### config.mk
export PLATFORM = sky130hd
export DESIGN_NAME = mpt_tlb
export DESIGN_NICKNAME = d
export VERILOG_FILES = /design/src/rtl/mpt_tlb.sv
export SDC_FILE = /design/constraint.sdc
export NUM_CORES = 1
export LEC_CHECK = 0
export CORE_MARGIN = 2
export CORE_UTILIZATION = 40
export CTS_CLUSTER_SIZE = 20
export DETAILED_ROUTE_END_ITERATION = 16
export PLACE_DENSITY_LB_ADDON = 0.1
export SYNTH_ARGS = -nofsm -noshare
export SYNTH_HDL_FRONTEND = slang
export SYNTH_SLANG_ARGS = --single-unit
### constraint.sdc
create_clock -name clk_i -period 18.05 [get_ports clk_i]
set_input_delay 1.805 -clock clk_i [delete_from_list [all_inputs] [get_ports clk_i]]
set_output_delay 1.805 -clock clk_i [all_outputs]
set_load 0.02 [all_outputs]
### src/rtl/mpt_tlb.sv
// Fully-associative permission cache in front of the MPT table walker.
// Optional hit/miss counters are compiled in with `define MPT_TLB_STATS_EN.
module mpt_tlb #(
   parameter int PLEN        = 56,
   parameter int ENTRIES     = 8,
   parameter int PAGE_OFFSET = 12
) (
   input  logic            clk_i,
   input  logic            rst_i,
   input  logic            flush_i,
   input  logic            req_valid_i,
   output logic            req_ready_o,
   input  logic [PLEN-1:0] req_paddr_i,
   input  logic [1:0]      req_access_i,
   output logic            rsp_valid_o,
   output logic            rsp_allow_o,
   output logic            rsp_fault_o,
   output logic            ptw_enable_o,
   output logic            ptw_addr_valid_o,
   output logic [PLEN-1:0] ptw_paddr_o,
   output logic [1:0]      ptw_access_o,
   input  logic            ptw_busy_i,
   input  logic            ptw_valid_i,
   input  logic [2:0]      ptw_perm_i,
   input  logic            ptw_fault_i
`ifdef MPT_TLB_STATS_EN
   ,
   output logic [31:0]     hit_cnt_o,
   output logic [31:0]     miss_cnt_o
`endif
);

   localparam int TAG_W = PLEN - PAGE_OFFSET;
   localparam int IDX_W = $clog2(ENTRIES);

   typedef enum logic [2:0] {S_IDLE, S_LOOKUP, S_WALK, S_WAIT, S_RESP} state_e;

   typedef struct packed {
      logic             valid;
      logic [TAG_W-1:0] tag;
      logic [2:0]       perm;
   } entry_t;

   state_e            state_q, state_d;
   entry_t            ent_q [ENTRIES];
   logic [IDX_W-1:0]  rr_q;
   logic [PLEN-1:0]   paddr_q;
   logic [1:0]        access_q;
   logic              allow_q, allow_d, fault_q, fault_d;
   logic              nofill_q;
   logic              fill, lookup_hit, lookup_miss;
   logic [TAG_W-1:0]  req_tag;
   logic [ENTRIES-1:0] hit_vec;
   logic [2:0]        hit_perm;
   logic              hit, has_free;
   logic [IDX_W-1:0]  free_idx, fill_idx;

   assign req_tag = paddr_q[PLEN-1:PAGE_OFFSET];

   for (genvar g = 0; g < ENTRIES; g++) begin : g_cmp
      assign hit_vec[g] = ent_q[g].valid && (ent_q[g].tag == req_tag);
   end

   // A flush in the lookup cycle must not let a soon-to-be-dead entry answer.
   assign hit = (|hit_vec) && !flush_i;

   always_comb begin
      hit_perm = '0;
      has_free = 1'b0;
      free_idx = '0;
      for (int i = 0; i < ENTRIES; i++)
         if (hit_vec[i]) hit_perm = hit_perm | ent_q[i].perm;
      for (int i = ENTRIES-1; i >= 0; i--)
         if (!ent_q[i].valid) begin
            has_free = 1'b1;
            free_idx = IDX_W'(i);
         end
   end

   assign fill_idx = has_free ? free_idx : rr_q;

   always_comb begin
      state_d     = state_q;
      allow_d     = allow_q;
      fault_d     = fault_q;
      fill        = 1'b0;
      lookup_hit  = 1'b0;
      lookup_miss = 1'b0;
      unique case (state_q)
         S_IDLE:   if (req_valid_i) state_d = S_LOOKUP;
         S_LOOKUP: begin
            if (access_q == 2'd3) begin
               allow_d = 1'b0;
               fault_d = 1'b1;
               state_d = S_RESP;
            end else if (hit) begin
               allow_d    = hit_perm[access_q];
               fault_d    = 1'b0;
               lookup_hit = 1'b1;
               state_d    = S_RESP;
            end else begin
               lookup_miss = 1'b1;
               state_d     = S_WALK;
            end
         end
         S_WALK:   if (!ptw_busy_i) state_d = S_WAIT;
         S_WAIT: begin
            if (ptw_fault_i) begin
               allow_d = 1'b0;
               fault_d = 1'b1;
               state_d = S_RESP;
            end else if (ptw_valid_i) begin
               allow_d = ptw_perm_i[access_q];
               fault_d = 1'b0;
               fill    = !nofill_q && !flush_i;
               state_d = S_RESP;
            end
         end
         S_RESP:   state_d = S_IDLE;
         default:  state_d = S_IDLE;
      endcase
   end

   always_ff @(posedge clk_i or posedge rst_i) begin
      if (rst_i) begin
         state_q  <= S_IDLE;
         rr_q     <= '0;
         paddr_q  <= '0;
         access_q <= '0;
         allow_q  <= 1'b0;
         fault_q  <= 1'b0;
         nofill_q <= 1'b0;
         for (int i = 0; i < ENTRIES; i++) ent_q[i] <= '0;
      end else begin
         state_q <= state_d;
         allow_q <= allow_d;
         fault_q <= fault_d;
         if (state_q == S_IDLE && req_valid_i) begin
            paddr_q  <= req_paddr_i;
            access_q <= req_access_i;
         end
         // A flush seen while the walk is outstanding suppresses its fill.
         if (state_q == S_LOOKUP)                nofill_q <= 1'b0;
         else if (state_q == S_WAIT && flush_i)  nofill_q <= 1'b1;
         if (flush_i) begin
            rr_q <= '0;
            for (int i = 0; i < ENTRIES; i++) ent_q[i].valid <= 1'b0;
         end else if (fill) begin
            ent_q[fill_idx] <= '{valid: 1'b1, tag: req_tag, perm: ptw_perm_i};
            if (!has_free) rr_q <= rr_q + 1'b1;
         end
      end
   end

   assign req_ready_o      = (state_q == S_IDLE) && !rst_i;
   assign rsp_valid_o      = (state_q == S_RESP);
   assign rsp_allow_o      = rsp_valid_o && allow_q;
   assign rsp_fault_o      = rsp_valid_o && fault_q;
   assign ptw_enable_o     = (state_q == S_WALK) && !ptw_busy_i;
   assign ptw_addr_valid_o = ptw_enable_o;
   assign ptw_paddr_o      = paddr_q;
   assign ptw_access_o     = access_q;

`ifdef MPT_TLB_STATS_EN
   always_ff @(posedge clk_i or posedge rst_i) begin
      if (rst_i) begin
         hit_cnt_o  <= '0;
         miss_cnt_o <= '0;
      end else begin
         if (lookup_hit && hit_cnt_o != 32'hFFFF_FFFF)   hit_cnt_o  <= hit_cnt_o + 32'd1;
         if (lookup_miss && miss_cnt_o != 32'hFFFF_FFFF) miss_cnt_o <= miss_cnt_o + 32'd1;
      end
   end
`endif

endmodule

==> results_dict.tcl, run 1 <==
set metrics [dict create \
    die_h_um 236 \
    power_density_mw_per_mm2 148 \
    fmax_mhz 200 \
    worstMarginPinSlew_ns 1.08 \
    tns_ns 0 \
    grt_pass1_wl_mm 85.1 \
    avgSynthCellArea_um2 13.2 \
    required_ns 16.24 \
    min_period_over_period_pct 27.7 \
    ys_seq_area_share_pct 52.5 \
    cts_made_buffers 51 \
    cts_tree "yes" \
    grt_usage_pct 20.6 \
    htreeDepth 2 \
    rsz0062_at_grt "no" \
    dr.pass1.iters 4 \
    die_x_um 236 \
    drc 0 \
    nets 1798 \
    min_from "nofill_q" \
    final-hold-violation-count 0 \
    status "completed" \
    area_delta_synth_final_pct 17.0 \
    num_vias 12700 \
    clock_latency_ns 0.59 \
    final_cell_mix "451 x dfrtp_1, 432 x mux2_2, 308 x xnor2_1" \
    post-cts-setup-buffer-count 0 \
    r2r_start "ptw_paddr_o[22]" \
    synth_cell_types 49 \
    cts-root-buf "clkbuf_16" \
    ys_ff_latch 451 \
    gp_congestion 0.769 \
    ios 132 \
    dieArea_mm2 0.0556 \
    placementRows 84 \
    stdcell_count 2457 \
    n_antenna_cell 0 \
    clock_path_buffers 3 \
    ys_warn_count 0 \
    ctsResizeCount 0 \
    min_path_type "flop to flop" \
    layout_min_cycle_time_ns 5.00 \
    ir_drop_mv 0.0955 \
    wl_per_cell_um 22.7 \
    via_per_inst 5.18 \
    initial_core_util_pct 40.7 \
    antenna_found_initial 0 \
    syn-num-nets 1701 \
    fin_skew_ns 0.0211 \
    core_mm2 0.0529 \
    num-fill-cells 4752 \
    place_ws_ns 13.04 \
    worst-path-max-fanout 2 \
    syn_inst 1632 \
    drt-initial-drc-count 821 \
    antenna_left 0 \
    grt_overflow 0 \
    post_route_cells_drive_above_1_share_pct 33.2 \
    clock_sinks 451 \
    clk_pin_slew_ns 0.06 \
    slew_violations 0 \
    setup_viol 0 \
    path_class "input port to primary output" \
    grt_max_degree 127 \
    first_global_vias 12900 \
    syn_area_mm2 0.0215 \
    cp.arrival_ns 3.20 \
    cp-start-kind "input port" \
    layout_commonest_cell "dfrtp_1" \
    startpoint "rst_i" \
    dpl.cell_count 2364 \
    wl_mm 55.7 \
    end_kind "primary output" \
    final.setup.worst_slack_ns 13.05 \
    maxCapViolations 0 \
    dpl.hpwl_mm 36.8 \
    p_leak_uw 0.0111 \
    holdBufCountCts 0 \
    relSlewSlack_pct 27.0 \
    portBuffers 131 \
]
## state kept, by name (all words and copies together), names as in the netlist
name          count
ptw_paddr_o      56
ptw_access_o      2
rr_q              3
allow_q           1
state_q           3
nofill_q          1
ent_q           384
fault_q           1
## power by group
group / switching (µW) / internal (µW)
combinational: 714 / 595
clock: 425 / 643
sequential: 211 / 1130
total: 1350 / 2370
## kinds of logic after synthesis
| family | Yosys count | synth area share, % |
|---|---|---|
| mux | 434 | 22.7 |
| flops | 451 | 52.5 |
| simple gates | 187 | 5.23 |
| buf+inv | 164 | 3.67 |
| fa+ha+maj | 1 | 0.0582 |
| xor+xnor | 348 | 14.2 |
| compound gates | 47 | 1.63 |
## worst paths after layout
kind | slack, ns | cells past startpoint | to
min in group asynchronous | 1.87 | 2 | fault_q
worst max register to register | 14.16 | 10 | allow_q
worst max-delay path | 13.05 | 3 | req_ready_o
max in group asynchronous | 14.08 | 4 | ptw_paddr_o[35]
worst min register to register | 0.50 | 1 | nofill_q
worst min-delay path | 0.50 | 1 | nofill_q
## layer usage
metal  share of wire, %  GRT usage, %  vias up
li1                   -             -     5847
met1                 47          28.8     6621
met2                 47          33.3      186
met3                3.5          2.77       74
met4                2.7          6.27        0
met5                  0             0        -
## synthesized netlist by cell type, drive strengths merged
cell	n	area share [%]
o21bai	1	0.035
dfrtp	451	53
a2111oi	1	0.041
o22ai	2	0.058
a222oi	1	0.047
nor3	7	0.16
xnor2	308	13
nor3b	1	0.035
a21boi	1	0.035
o22a	2	0.082
and2	1	0.029
a31oi	2	0.058
a41o	1	0.047
nand2	16	0.28
o2111ai	4	0.16
and3	4	0.12
o311ai	1	0.041
clkbuf	56	0.98
ha	1	0.058
a32oi	1	0.041
a311oi	1	0.12
xor2	40	1.6
inv	25	0.45
nor4	35	1.2
a22oi	2	0.070
nand2b	8	0.23
and4b	1	0.047
mux2	432	23
a221oi	2	0.082
nor4b	2	0.082
a211oi	2	0.070
nand4	78	2.3
o2111a	1	0.052
nand3	19	0.44
nor2b	1	0.029
a2111o	1	0.052
mux2i	2	0.093
o21ai	15	0.35
a21oi	2	0.047
buf	83	2.2
a21o	4	0.14
nand3b	2	0.070
nor2	12	0.21
## worst max-delay path, stage by stage
cell	delay, ns
clkdlybuf4s50_1	0.52
nor4_1	0.22
clkdlybuf4s50_1	0.65
## through the flow
step / hold slack, ns / utilization [%] / area [µm²] / power, µW
finish: 0.501 / 47.6 / 25100 / 3720
global route: 0.516 / 47.6 / 25100 / 3930
CTS: 0.507 / 47.6 / 25100 / 3780
detailed placement: 0.490 / 44.3 / 23400 / 2700
global placement: 0.478 / 44.3 / 23400 / 2690
floorplan: 0.461 / - / 21500 / 2180
## area by class of cell
cell class | count | area, µm² | share of cell area [%]
tap | 688 | 861 | 3.42
sequential | 451 | 11300 | 44.9
clock inverter | 20 | 234 | 0.931
timing repair buffer | 183 | 1700 | 6.77
multi-input combinational | 1017 | 9460 | 37.6
clock buffer | 73 | 1490 | 5.92
inverter | 25 | 104 | 0.413
No activity file was read; power rests on OpenSTA's default activity.
==> run 2: changes to the inputs <==
Clock period 18.05 ns to 4.1 ns, I/O delays scaled along.
==> run 2 against run 1 <==
Die area unchanged. Combinational power increased to 4.5 times the previous value. Total power increased to 4.5 times the previous value. Non-clock buffer count increased by 43.
==> results_dict.tcl, run 2 (synthesis gave the netlist of run 1 again) <==
set metrics [dict create \
    cts_made_buffers 52 \
    grt_overflow 0 \
    final_cell_mix "451 x dfrtp_1, 432 x mux2_2, 308 x xnor2_1" \
    critPathCapture "allow_q" \
    p_leak_uw 0.0113 \
    setup_viol 0 \
    layout_min_cycle_time_ns 3.70 \
    path_class "flop to flop" \
    ios 132 \
    fin_skew_ns 0.0106 \
    reg2reg_depth 10 \
    n_antenna_cell 0 \
    post-cts-setup-buffer-count 0 \
    top_layer_used "met4" \
    die_x_um 236 \
    min_period_over_period_pct 90.2 \
    placementRows 84 \
    critical-path-max-stage-delay_ns 0.99 \
    grt_max_degree 97 \
    wl_per_cell_um 25.0 \
    drt-initial-drc-count 714 \
    met2_length_mm 29.6 \
    clk_pin_slew_ns 0.06 \
    initial_core_util_pct 40.7 \
    cts_tree "yes" \
    place_ws_ns 0.329 \
    worstMarginPinSlew_ns 1.01 \
    final_core_util_pct 48.2 \
    htreeDepth 2 \
    routed-wl-met3_mm 3.12 \
    regToRegSetupSlack_ns 0.40 \
    dr.pass1.iters 5 \
    dieArea_mm2 0.0556 \
    path_cells "xor2_1 -> nor4_1 -> nand4_1 -> nor4_1 -> buf_4 -> a22oi_1 -> o21ai_0 -> nor4_1 -> a2111oi_0 -> o22a_1" \
    layout_commonest_cell "dfrtp_1" \
    cts-root-buf "clkbuf_16" \
    end_kind "flop" \
    ir_drop_mv 0.400 \
    die_h_um 236 \
    grt_pass1_wl_mm 93.3 \
    maxCapViolations 0 \
    clock_latency_ns 0.59 \
    first_global_vias 13700 \
    rr_endpoint "allow_q" \
    top_register "ent_q" \
    clock_sinks 451 \
    antenna_left 0 \
    cp.arrival_ns 4.23 \
    final-hold-violation-count 0 \
    antenna_found_initial 1 \
    drc 0 \
    portBuffers 131 \
    nets 1842 \
    relSlewSlack_pct 32.6 \
    gp_congestion 0.834 \
    post_route_cells_drive_above_1_share_pct 34.4 \
    rsz0062_at_grt "no" \
    drt-met1-wl_mm 27.8 \
    via_per_inst 5.27 \
    power_density_mw_per_mm2 653 \
    grt_usage_pct 22.8 \
    fmax_mhz 270 \
    clock_path_buffers 3 \
    slew_violations 0 \
    wl_mm 62.3 \
    dpl.hpwl_mm 42.6 \
    area_delta_synth_final_pct 18.5 \
    startpoint "ptw_paddr_o[43]" \
    ctsResizeCount 0 \
    worst-path-max-fanout 17 \
    crit_top_cell "nor4_1" \
    worst_path_max_delay_cell "dfrtp_1" \
    min_path_type "input port to asynchronous set/reset pin" \
    required_ns 4.63 \
    r2r_start "ptw_paddr_o[43]" \
    num_vias 13200 \
    largest_reg_flops 384 \
    final.setup.worst_slack_ns 0.402 \
    cp-start-kind "flop" \
    core_mm2 0.0529 \
    holdBufCountCts 0 \
    status "completed" \
    num-fill-cells 4786 \
]
-- run 2: changes by cell type in the layout (fill, tap and decap cells not counted), moves of 2 or more --
cell       before  now
clkbuf_16      51   53
buf_4          52   86
buf_12          0    9
bufinv_16       5    2
clkbuf_8       13    9
clkbuf_1        9   13
-- run 2: area by class of cell --
| class | instances | area [µm²] | share of cell area (%) |
|---|---|---|---|
| clock buffers | 75 | 1500 | 5.89 |
| clock inverters | 14 | 123 | 0.482 |
| inverters | 25 | 100 | 0.393 |
| multi-input cells | 1017 | 9460 | 37.1 |
| flip-flops and latches | 451 | 11300 | 44.3 |
| well taps | 688 | 861 | 3.38 |
| repair buffers | 226 | 2140 | 8.39 |
-- run 2: worst min-delay path by stage --
stage	from	to	cells after the start	slack (ns)
after global routing	req_access_i[1]	ptw_access_o[1]	3	0.42
after floorplan	nofill_q	nofill_q	1	0.46
after detailed placement	nofill_q	nofill_q	1	0.49
after global placement	nofill_q	nofill_q	1	0.48
final	rst_i	fault_q	2	0.40
after CTS	req_access_i[1]	ptw_access_o[1]	3	0.38
-- run 2: power by group --
part           internal, µW  total [µW]  leakage [µW]  switching, µW
sequential             4980        6230       0.00614           1250
combinational          2820        5920       0.00432           3100
clock                  2640        4500      0.000805           1860
total                 10400       16600        0.0113           6210
-- run 2: critical path, delay by kind of cell, from the launching register on --
family,cells,cell delay (ns)
and+or+nand+nor,4,1.45
buffers and inverters,1,0.21
xor gates and xnor gates,1,0.21
DFF,1,0.99
AOI/OAI and AO/OA,4,0.78
-- run 2: routing by layer --
layer | global-route usage [%] | vias up
li1 | - | 5931
met4 | 7.08 | 0
met5 | 0 | -
met3 | 3.80 | 76
met1 | 31.1 | 6847
met2 | 37.3 | 301
-- run 2: through the flow --
stage	hold slack (ns)	cells	total power (µW)	TNS, ns	instance area, µm²
after floorplan	0.461	1632	9610	-1086.51	21500
after global placement	0.483	2407	12300	0	23800
after detailed placement	0.492	2407	12300	0	23800
after CTS	0.380	2496	16900	0	25500
after global routing	0.417	2496	17500	0	25500
final	0.400	2496	16600	0	25500
